## src/rtl/flow_controller.sv

```systemverilog
// flow_controller: call/ret/jmp/halt front end for program_sequencer; optional IRQ entry under FLOW_IRQ_EN
module flow_controller #(
    parameter int                  ADDR_W      = 8,
    parameter int                  STACK_DEPTH = 4,
    parameter logic [ADDR_W-1:0]   IRQ_VECTOR  = 8'hF0
) (
    input  logic                               clk,
    input  logic                               sync_reset,
    input  logic [ADDR_W-1:0]                  pm_addr,
    input  logic                               op_jmp,
    input  logic                               op_jmp_nz,
    input  logic                               op_call,
    input  logic                               op_ret,
    input  logic                               op_halt,
    input  logic [ADDR_W-1:0]                  target,
    input  logic                               zero_flag,
    input  logic                               resume,
    input  logic                               irq,
    output logic                               seq_jmp,
    output logic                               seq_jmp_nz,
    output logic                               seq_dont_jmp,
    output logic [ADDR_W-1:0]                  seq_jmp_addr,
    output logic                               halted,
    output logic [$clog2(STACK_DEPTH+1)-1:0]   depth,
    output logic                               stack_ovf,
    output logic                               stack_unf
);
    localparam int DW = $clog2(STACK_DEPTH + 1);
    localparam int AW = $clog2(STACK_DEPTH);
    localparam logic [DW-1:0] FULL = DW'(STACK_DEPTH);

    typedef enum logic {RUN, HALT} state_t;

    state_t              state, state_nxt;
    logic [ADDR_W-1:0]   stack [STACK_DEPTH];
    logic [ADDR_W-1:0]   ret_addr, push_data, top;
    logic [DW-1:0]       top_idx;
    logic                full, empty, push, pop, set_ovf, set_unf, irq_ok;

    assign ret_addr = pm_addr + ADDR_W'(1);
    assign full     = depth == FULL;
    assign empty    = depth == '0;
    assign top_idx  = depth - DW'(1);
    assign top      = stack[top_idx[AW-1:0]];
    assign halted   = state == HALT;

`ifdef FLOW_IRQ_EN
    logic          in_isr;
    logic [DW-1:0] isr_base;
    assign irq_ok = irq && !in_isr && !full;
    always_ff @(posedge clk) begin
        if (sync_reset) begin
            in_isr   <= 1'b0;
            isr_base <= '0;
        end else if (irq_ok) begin
            in_isr   <= 1'b1;
            isr_base <= depth;
        end else if (pop && in_isr && top_idx == isr_base) begin
            in_isr   <= 1'b0;
        end
    end
`else
    logic unused_irq;
    assign unused_irq = ^{irq, IRQ_VECTOR};
    assign irq_ok     = 1'b0;
`endif

    // One action per cycle; the if-chain order is the priority order
    always_comb begin
        seq_jmp      = 1'b0;
        seq_jmp_nz   = 1'b0;
        seq_dont_jmp = 1'b0;
        seq_jmp_addr = '0;
        state_nxt    = state;
        push         = 1'b0;
        pop          = 1'b0;
        push_data    = ret_addr;
        set_ovf      = 1'b0;
        set_unf      = 1'b0;
        if (irq_ok) begin
            seq_jmp      = 1'b1;
            seq_jmp_addr = IRQ_VECTOR;
            push         = 1'b1;
            push_data    = state == RUN ? pm_addr : ret_addr;
            state_nxt    = RUN;
        end else if (state == HALT) begin
            seq_jmp      = !resume;
            seq_jmp_addr = resume ? '0 : pm_addr;
            state_nxt    = resume ? RUN : HALT;
        end else if (op_ret) begin
            seq_jmp      = !empty;
            seq_jmp_addr = empty ? '0 : top;
            pop          = !empty;
            set_unf      = empty;
        end else if (op_call) begin
            seq_jmp      = !full;
            seq_jmp_addr = full ? '0 : target;
            push         = !full;
            set_ovf      = full;
        end else if (op_jmp) begin
            seq_jmp      = 1'b1;
            seq_jmp_addr = target;
        end else if (op_jmp_nz) begin
            seq_jmp_nz   = 1'b1;
            seq_dont_jmp = zero_flag;
            seq_jmp_addr = target;
        end else if (op_halt) begin
            seq_jmp      = 1'b1;
            seq_jmp_addr = pm_addr;
            state_nxt    = HALT;
        end
    end

    always_ff @(posedge clk) begin
        if (sync_reset) begin
            state     <= RUN;
            depth     <= '0;
            stack_ovf <= 1'b0;
            stack_unf <= 1'b0;
        end else begin
            state     <= state_nxt;
            depth     <= depth + DW'(push) - DW'(pop);
            stack_ovf <= stack_ovf | set_ovf;
            stack_unf <= stack_unf | set_unf;
        end
    end

    always_ff @(posedge clk) begin
        if (push) stack[depth[AW-1:0]] <= push_data;
    end
endmodule

```

## config.mk

```make
export PLATFORM = sky130hd
export DESIGN_NAME = flow_controller
export DESIGN_NICKNAME = d
export VERILOG_FILES = /design/src/rtl/flow_controller.sv
export SDC_FILE = /design/constraint.sdc
export NUM_CORES = 1
export LEC_CHECK = 0
export BUFFER_PORTS_ARGS = -buffer_cell sky130_fd_sc_hd__clkbuf_2
export CORE_MARGIN = 2
export CORE_UTILIZATION = 57
export CTS_CLUSTER_SIZE = 14
export DETAILED_ROUTE_END_ITERATION = 16
export PLACE_DENSITY = 0.84
export SKIP_CTS_REPAIR_TIMING = 1
export SKIP_LAST_GASP = 1
export SLEW_MARGIN = 10
export SYNTH_ARGS = -nofsm -noshare
export SYNTH_HDL_FRONTEND = slang
export SYNTH_SLANG_ARGS = --single-unit
```

## constraint.sdc

```tcl
create_clock -name clk -period 4.85 [get_ports clk]
set_input_delay 0.2425 -clock clk [delete_from_list [all_inputs] [get_ports clk]]
set_output_delay 0.2425 -clock clk [all_outputs]
set_load 0.05 [all_outputs]
```

==> results.tsv, run 1 <==
metric	value	unit
worstPathCellList	inv_1, ha_1, and3_1, a2111oi_4, a221o_1, clkbuf_2	
fp.dieW	60.94	um
grt_max_degree	14	
synth_cell_types	25	
leakagePower	0.8659	nW
ctsHtreeMaxLevel	2	
via_per_inst	5.800	
layout_commonest_cell	clkbuf_2	
clock.fmax	306.6	MHz
initial_core_util	60.04	%
ys.flop_type	edfxtp_1	
syn-num-nets	161	
numCtsBuffers	5	
pin_count	43	
place_congestion	0.7482	
wire_per_inst	16.85	um
dp_hpwl	2594	um
start_kind	flip-flop	
ir_drop	0.2329	mV
fin_crit	3.261	ns
grt_pass1_vias	1212	
min_path_type	in -> reg	
fp.dieH	60.94	um
critPathRequiredTime	4.61	ns
overflow	0	
status	finished clean	
detail-route-antenna-nets	0	
yosysSeqAreaShare	58.50	%
switchingPower	0.3810	mW
wl	3622	um
switching_share	39.07	%
cts_max_path_buffers	2	
core	3078	um2
finClkSkew	0.005223	ns
worst_setup_path_end_kind	primary output	
rsz0062_at_grt	no	
arrival	3.02	ns
grt_pass1_wl	5554	um
syn_area_per_cell	14.55	um2
area_delta_synth_final	15.23	%
place_area	2088	um2
clock_power_share	14.6	%
layout_common_cells	clkbuf_2 (41), edfxtp_1 (32), and3_1 (12), inv_1 (9), a221o_1 (9)	
fin_crit_sh	67.25	%
path_clk_slew	0.10	ns
vias	1247	
drive_gt1_share	32.16	%
clock_sinks	38	
clk_latency	0.34	ns
grt_antenna_before_repair	0	
cts_tree	done	
tightest_slew	0.7367	ns
nets	206	
io_buffers	41	
worstPathMaxFanout	13	
final_area	2130	um2
pwr-share-seq	43.6	%
antennaDiodeCount	0	
async_reset_ff_share	0	%
yosysWarnings	0	
die-area	3714	um2
power_frac_comb	41.8	%
netlist_instances	127	
max-cap-violations	0	
setup_violations	0	
ys_ff_latch	38	
first_pass_iters	4	
rows	20	
hold_viol	0	
crit_slowest_cell	dfxtp_1	
drt_iter0_markers	60	
crit_type	reg -> out	
synth-edff-count	32	
powerDensity	457.9	nW/um2
fin_tns_setup	0	ns
grt_usage	22.26	%
max_slew_margin	50.70	%
cts-root-buf	clkbuf_4	
slew_violations	0	
drc_errors	0	
p_int	0.5942	mW
syn_area	1848	um2
cpPeakStageDelay	0.80	ns
cell usage after synthesis, types with 2 or more instances:
cell type  count  area share [%]
edfxtp_1      32              52
and3_1        12             4.1
a221o_1        9             4.9
inv_1          9             1.8
mux4_2         8             9.7
nor2_1         8             1.6
ha_1           7             4.7
and2_1         6             2.0
dfxtp_1        6             6.5
xnor2_1        6             2.8
nand2_1        4            0.81
nor2b_1        3             1.0
a21oi_1        2            0.54
nand2b_1       2            0.68
nand3_1        2            0.54
xor2_1         2            0.95
kinds of logic (layout without fill, tap and decap cells):
family,count (synthesis),after routing,synth area share [%]
adders and majority gates,8,8,5.822
and+or+nand+nor,39,39,11.44
AOI/OAI and AO/OA,14,14,7.787
DFF,38,38,58.50
buffers and inverters,12,56,2.911
muxes,8,8,9.749
xor gates and xnor gates,8,8,3.792
registers in the layout, summed over array words and instances, names as in the netlist:
register,cells
stack,32
depth,3
halted,1
stack_ovf,1
stack_unf,1
worst max-delay path, delay by kind of cell, from the launching register on:
family / cells / cell delay [ns]
AO/OA/AOI/OAI: 2 / 0.91
AND/OR/NAND/NOR: 1 / 0.24
adder cells (fa/ha/maj): 1 / 0.28
flip-flops: 1 / 0.80
buffers and inverters: 2 / 0.43
layer usage:
layer,global-route usage (%),vias up,part of all wire (%)
met4,9.317,0,1.7
met5,0,-,0
li1,-,582,-
met2,37.48,50,50
met3,4.478,7,6.2
met1,28.32,608,43
area by class of cell:
class                   instances  area (um2)
flip-flops and latches         38        1081
fillers                       227       948.4
multi-input cells              77       713.2
repair buffers                 41       205.2
well taps                      44       55.05
clock buffers                   5       37.54
inverters                       9       33.78
clock inverters                 1       3.754
power groups by stage:
stage | combinational [mW] | clock (mW) | sequential (mW)
global route | 0.438 | 0.156 | 0.431
floorplan | 0.295 | 0 | 0.457
detailed placement | 0.409 | 0 | 0.434
CTS | 0.410 | 0.143 | 0.426
finish | 0.408 | 0.142 | 0.425
global placement | 0.400 | 0 | 0.431
worst paths after layout:
check | from | endpoint | slack (ns) | cells after the start
setup / recovery | depth[0] | seq_jmp_addr[3] | 1.59 | 6
hold reg to reg | stack_unf | stack_unf | 0.49 | 2
hold / removal | sync_reset | depth[1] | 0.13 | 2
setup reg to reg | depth[0] | depth[2] | 1.77 | 12
through the flow:
stage	setup WS [ns]	hold slack, ns	power [mW]	instances	utilization [%]
floorplan	2.049	0.3092	0.7516	127	-
global route	1.373	0.1420	1.026	215	69.19
finish	1.589	0.1281	0.9752	215	69.19
CTS	1.548	0.1327	0.9799	215	69.19
detailed placement	1.755	0.4733	0.8427	209	67.85
global placement	1.821	0.4561	0.8308	209	67.85
Note: power is estimated with default switching activity, not from simulation.
==> run 2: changes to the inputs <==
ABC_AREA = 1   (was not set)
CORE_UTILIZATION = 54   (was 57)
PLACE_DENSITY = 0.79   (was 0.84)
clock period = 3.3 ns   (was 4.85 ns; I/O delays follow)
==> run 2 against run 1 <==
Against the previous run: worst hold slack got worse by 0.0022 ns; wire length increased by 33%; clock power increased to 2.8 times the previous value; worst setup slack got worse by 0.95 ns; via count increased by 41%; highest routed layer unchanged; utilization decreased by 2.9 points; largest cell class unchanged; power increased by 80%; global-route usage increased by 1.8 points; non-clock buffer count increased by 2.
==> results.tsv, run 2 <==
metric	value	unit
status	finished clean	
tightest_slew	0.8554	ns
wire_per_inst	14.37	um
use_met2	43.00	%
ctsHtreeMaxLevel	2	
via_per_inst	5.220	
worstPathCellList	inv_1, ha_1, clkinv_1, nand3_1, nand3_1, nand2_1, inv_1, nand2_1, clkbuf_2	
ys.flop_type	edfxtp_1	
cpPeakStageDelay	0.54	ns
grt.busiest_layer	met2	
fin_tns_setup	0	ns
n_fill_cell	326	
hold_viol	0	
worst_setup_path_end_kind	primary output	
grt_pass1_wl	7693	um
fp.dieH	66.82	um
max-cap-violations	0	
clock_sinks	38	
clk_latency	0.29	ns
grtUsageMet3	5.236	%
detail-route-antenna-nets	0	
slew_violations	0	
io_buffers	41	
powerDensity	711.4	nW/um2
wl	4828	um
layout_common_cells	nand2_1 (69), nand3_1 (50), clkbuf_2 (41), edfxtp_1 (32), inv_1 (21)	
drive_gt1_share	23.26	%
clock.fmax	375.8	MHz
grt_use_met1	28.74	%
vias	1754	
finClkSkew	0.005070	ns
seqCellArea	1081	um2
critPathRequiredTime	3.13	ns
fin_crit	2.661	ns
grt_pass1_vias	1707	
max_slew_margin	42.76	%
place_area	2347	um2
start_kind	flip-flop	
pin_count	43	
synth_cell_types	25	
synth_commonest_cells	nand2_1 (69), nand3_1 (50), edfxtp_1 (32)	
leakagePower	1.106	nW
die-area	4464	um2
overflow	0	
crit_type	reg -> out	
syn-num-nets	277	
grt_antenna_before_repair	0	
cts_tree	done	
fin_crit_sh	80.64	%
arrival	2.50	ns
area_delta_synth_final	15.62	%
synth-edff-count	32	
place_congestion	0.9081	
path_clk_slew	0.07	ns
rows	22	
async_reset_ff_share	0	%
numCtsBuffers	5	
yosysWarnings	0	
syn_area_per_cell	8.769	um2
grt_usage	24.10	%
yosysSeqAreaShare	50.73	%
final_area	2464	um2
syn_area	2131	um2
synth_most_common_cell	nand2_1	
setup_violations	0	
first_pass_iters	4	
ys_ff_latch	38	
dp_hpwl	3522	um
fp.dieW	66.82	um
multi_input_area	878.3	um2
yosys-top-cells-area	edfxtp_1 (45%), nand2_1 (12%), nand3_1 (12%), dfxtp_1 (5.6%), ha_1 (4.1%)	
initial_core_util	57.34	%
grt_max_degree	21	
layout_commonest_cell	nand2_1	
min_path_type	in -> reg	
largest_register_ffs	32	
synth_top_area_share	45.10	%
core	3716	um2
antennaDiodeCount	0	
nets	321	
crit_slowest_cell	ha_1	
netlist_instances	243	
cts_max_path_buffers	2	
rsz0062_at_grt	no	
cts-root-buf	clkbuf_8	
drc_errors	0	
synth_largest_area_cell	edfxtp_1	
ir_drop	0.4690	mV
drt_iter0_markers	211	
worstPathMaxFanout	9	
[run 2: cell count changes in the layout (fill, tap and decap cells not counted), sizes merged, moves of 3 or more]
cell,delta
nand2,+68
nand3,+48
inv,+18
nor2,+16
and3,-12
a221o,-9
mux4,-8
and2,-5
xnor2,-4
nor2b,-3
o21ai,+3
[run 2: path summary, 6_finish.rpt]
kind	slack, ns	cells after the start	endpoint	startpoint
worst min register to register	0.45	2	stack_ovf	stack_ovf
worst min-delay path	0.13	2	depth[1]	sync_reset
worst max register to register	0.69	13	depth[2]	depth[1]
worst max-delay path	0.64	9	seq_jmp_addr[6]	depth[1]
[run 2: cell type report]
class / count / area share [%]
Sequential cell: 38 / 43.88
Multi-Input combinational cell: 171 / 35.65
Timing Repair Buffer: 43 / 8.939
Inverter: 28 / 4.368
Clock buffer: 7 / 3.504
Tap cell: 48 / 2.438
Clock inverter: 1 / 1.219
[run 2: metal layers]
| layer | wire length, um | share of wire (%) |
|---|---|---|
| met1 | 1946 | 40 |
| met2 | 2572 | 53 |
| met3 | 248 | 5.1 |
| met4 | 61 | 1.3 |
| met5 | 0 | 0 |
[run 2: logic make-up (layout without fill, tap and decap cells)]
kind of cell	count (synthesis)	in the layout	share of synthesized area, %
simple gates	151	151	32.24
flops	38	38	50.73
buf+inv	34	79	8.045
fa+ha+maj	8	8	5.050
compound gates	6	6	1.468
xor+xnor	6	6	2.466
[run 2: report_power, final]
part | switching (mW) | internal (mW) | leakage, nW
Clock | 0.157 | 0.246 | 0.0585
Combinational | 0.546 | 0.196 | 0.708
Sequential | 0.0297 | 0.578 | 0.339
Total | 0.732 | 1.02 | 1.11
[run 2: per-stage QoR]
stage          hold slack (ns)  power (mW)  setup slack, ns  cells  util, %
2_1_floorplan           0.2317       1.204           0.3864    243        -
4_1_cts                 0.1225       1.764           0.5982    336    66.30
5_1_grt                 0.1414       1.859           0.4114    336    66.30
3_3_place_gp            0.4262       1.346           0.7640    328    63.17
6_report                0.1259       1.753           0.6389    336    66.30
3_5_place_dp            0.4306       1.363           0.6701    328    63.17
[run 2: worst max-delay path, delay by kind of cell, from the launching register on]
| kind | cells | cell delay [ns] |
|---|---|---|
| buffers and inverters | 4 | 0.78 |
| adder cells (fa/ha/maj) | 1 | 0.54 |
| flip-flops | 1 | 0.48 |
| AND/OR/NAND/NOR | 4 | 0.40 |
==> run 3: changes to the inputs <==
clock period = 2.6 ns   (was 3.3 ns; I/O delays follow)
==> run 3 against run 2 <==
Against the previous run: sequential cell count unchanged; via count up 1.7%; worst hold slack worse by 0.047 ns; cell count grew 1.8%; sequential power increased by 28%; critical endpoint is now depth[2]; critical path type is now reg -> reg; register-to-register slack got worse by 0.48 ns.
==> results.tsv, run 3 (synthesis results as in run 2) <==
metric	value	unit
largest_register_ffs	32	
hold_depth	2	
grt_antenna_before_repair	0	
wl	4953	um
drive_gt1_share	26.87	%
grt_pass1_wl	7755	um
overflow	0	
switching_share	41.41	%
critPathRequiredTime	2.78	ns
min_to	depth[1]	
tightest_slew	0.4385	ns
rr_startpoint	depth[1]	
place_ws	0.1886	ns
clock.fmax	418.5	MHz
max_slew_margin	70.57	%
seqCellArea	1089	um2
grt_use_met1	28.10	%
path_depth	12	
drc_errors	0	
worst_setup_path_end_kind	flip-flop	
power_frac_comb	43.8	%
grt.busiest_layer	met2	
slew_violations	0	
grt_pass1_vias	1652	
clock_sinks	38	
rsz0062_at_grt	no	
crit_type	reg -> reg	
cts_tree	done	
drt_iter0_markers	99	
place_congestion	0.9097	
rr_endpoint	depth[2]	
die-area	4464	um2
fp.dieH	66.82	um
worstPathCellList	inv_1, ha_2, nand2_1, nand3_2, ha_1, inv_1, ha_1, inv_1, fa_1, xnor2_2, nand2_1, nor3b_1	
final_cells	342	
rr_worst_depth	12	
ir_drop	0.6830	mV
status	finished clean	
arrival	2.57	ns
grt_usage	24.49	%
setup_violations	0	
reg2reg_slack	0.21	ns
finalPower	2.284	mW
worstPathMaxFanout	6	
fin_crit_sh	91.90	%
start_kind	flip-flop	
pin_count	43	
powerDensity	902.2	nW/um2
first_pass_iters	4	
rows	22	
grt_max_degree	21	
detail-route-antenna-nets	0	
cpMostUsedCell	inv_1	
hold_viol	0	
core	3716	um2
crit_slowest_cell	dfxtp_4	
area_delta_synth_final	18.79	%
final_area	2531	um2
min_from	sync_reset	
switchingPower	0.9456	mW
layout_common_cells	nand2_1 (69), nand3_1 (49), clkbuf_2 (41), edfxtp_1 (32), inv_1 (20)	
numCtsBuffers	5	
cpLargestDelayFamily	adder cells	
min_path_type	in -> reg	
vias	1783	
leakagePower	1.141	nW
wire_per_inst	14.48	um
post-route-util	68.11	%
finClkSkew	0.003840	ns
nets	327	
antennaDiodeCount	0	
ctsHtreeMaxLevel	2	
clock_power_share	22.1	%
via_per_inst	5.213	
n_fill_cell	336	
initial_core_util	57.34	%
grtUsageMet3	6.926	%
max-cap-violations	0	
cts_max_path_buffers	2	
clk_latency	0.29	ns
dp_hpwl	3586	um
cts-root-buf	clkbuf_8	
path_buf_inv	3	
place_inst	334	
multi_input_area	893.4	um2
use_met2	43.88	%
place_area	2405	um2
io_buffers	41	
layout_commonest_cell	nand2_1	
p_int	1.338	mW
fp.dieW	66.82	um
fin_crit	2.389	ns
fin_tns_setup	0	ns
path_clk_slew	0.07	ns
setup_slack	0.2106	ns
fin_hold_ws	0.07848	ns
cpPeakStageDelay	0.40	ns
pwr-share-seq	34.0	%
## run 3: worst register-to-register path, stage by stage (launching register included)
cell	delay [ns]
dfxtp_4	0.40
inv_1	0.07
ha_2	0.20
nand2_1	0.14
nand3_2	0.15
ha_1	0.33
inv_1	0.06
ha_1	0.12
inv_1	0.04
fa_1	0.40
xnor2_2	0.19
nand2_1	0.06
nor3b_1	0.13
## run 3: how the worst max path moves through the flow
stage	from	endpoint	slack, ns
floorplan	depth[0]	depth[2]	0.008
global placement	depth[1]	depth[2]	0.26
detailed placement	depth[1]	depth[2]	0.19
CTS	depth[1]	depth[2]	0.17
global route	depth[1]	depth[2]	0.04
finish	depth[1]	depth[2]	0.21
## run 3: power by group through the flow
stage                     combinational (mW)  clock [mW]  sequential (mW)
after floorplan                        0.678           0            0.863
after global placement                 0.967           0            0.785
after detailed placement               0.995           0            0.788
after CTS                              0.998       0.516            0.776
after global routing                    1.09       0.540            0.786
final                                   1.00       0.506            0.777
## run 3: final cells by class
cell class / instances / area share, %
well taps: 48 / 2.373
flip-flops and latches: 38 / 43.01
clock inverters: 1 / 1.186
inverters: 28 / 4.251
repair buffers: 49 / 10.48
clock buffers: 7 / 3.411
multi-input cells: 171 / 35.29
## run 3: metal layers
layer	vias up	share of wire, %
li1	900	-
met1	822	41
met2	54	52
met3	7	6.3
met4	0	1.2
met5	-	0
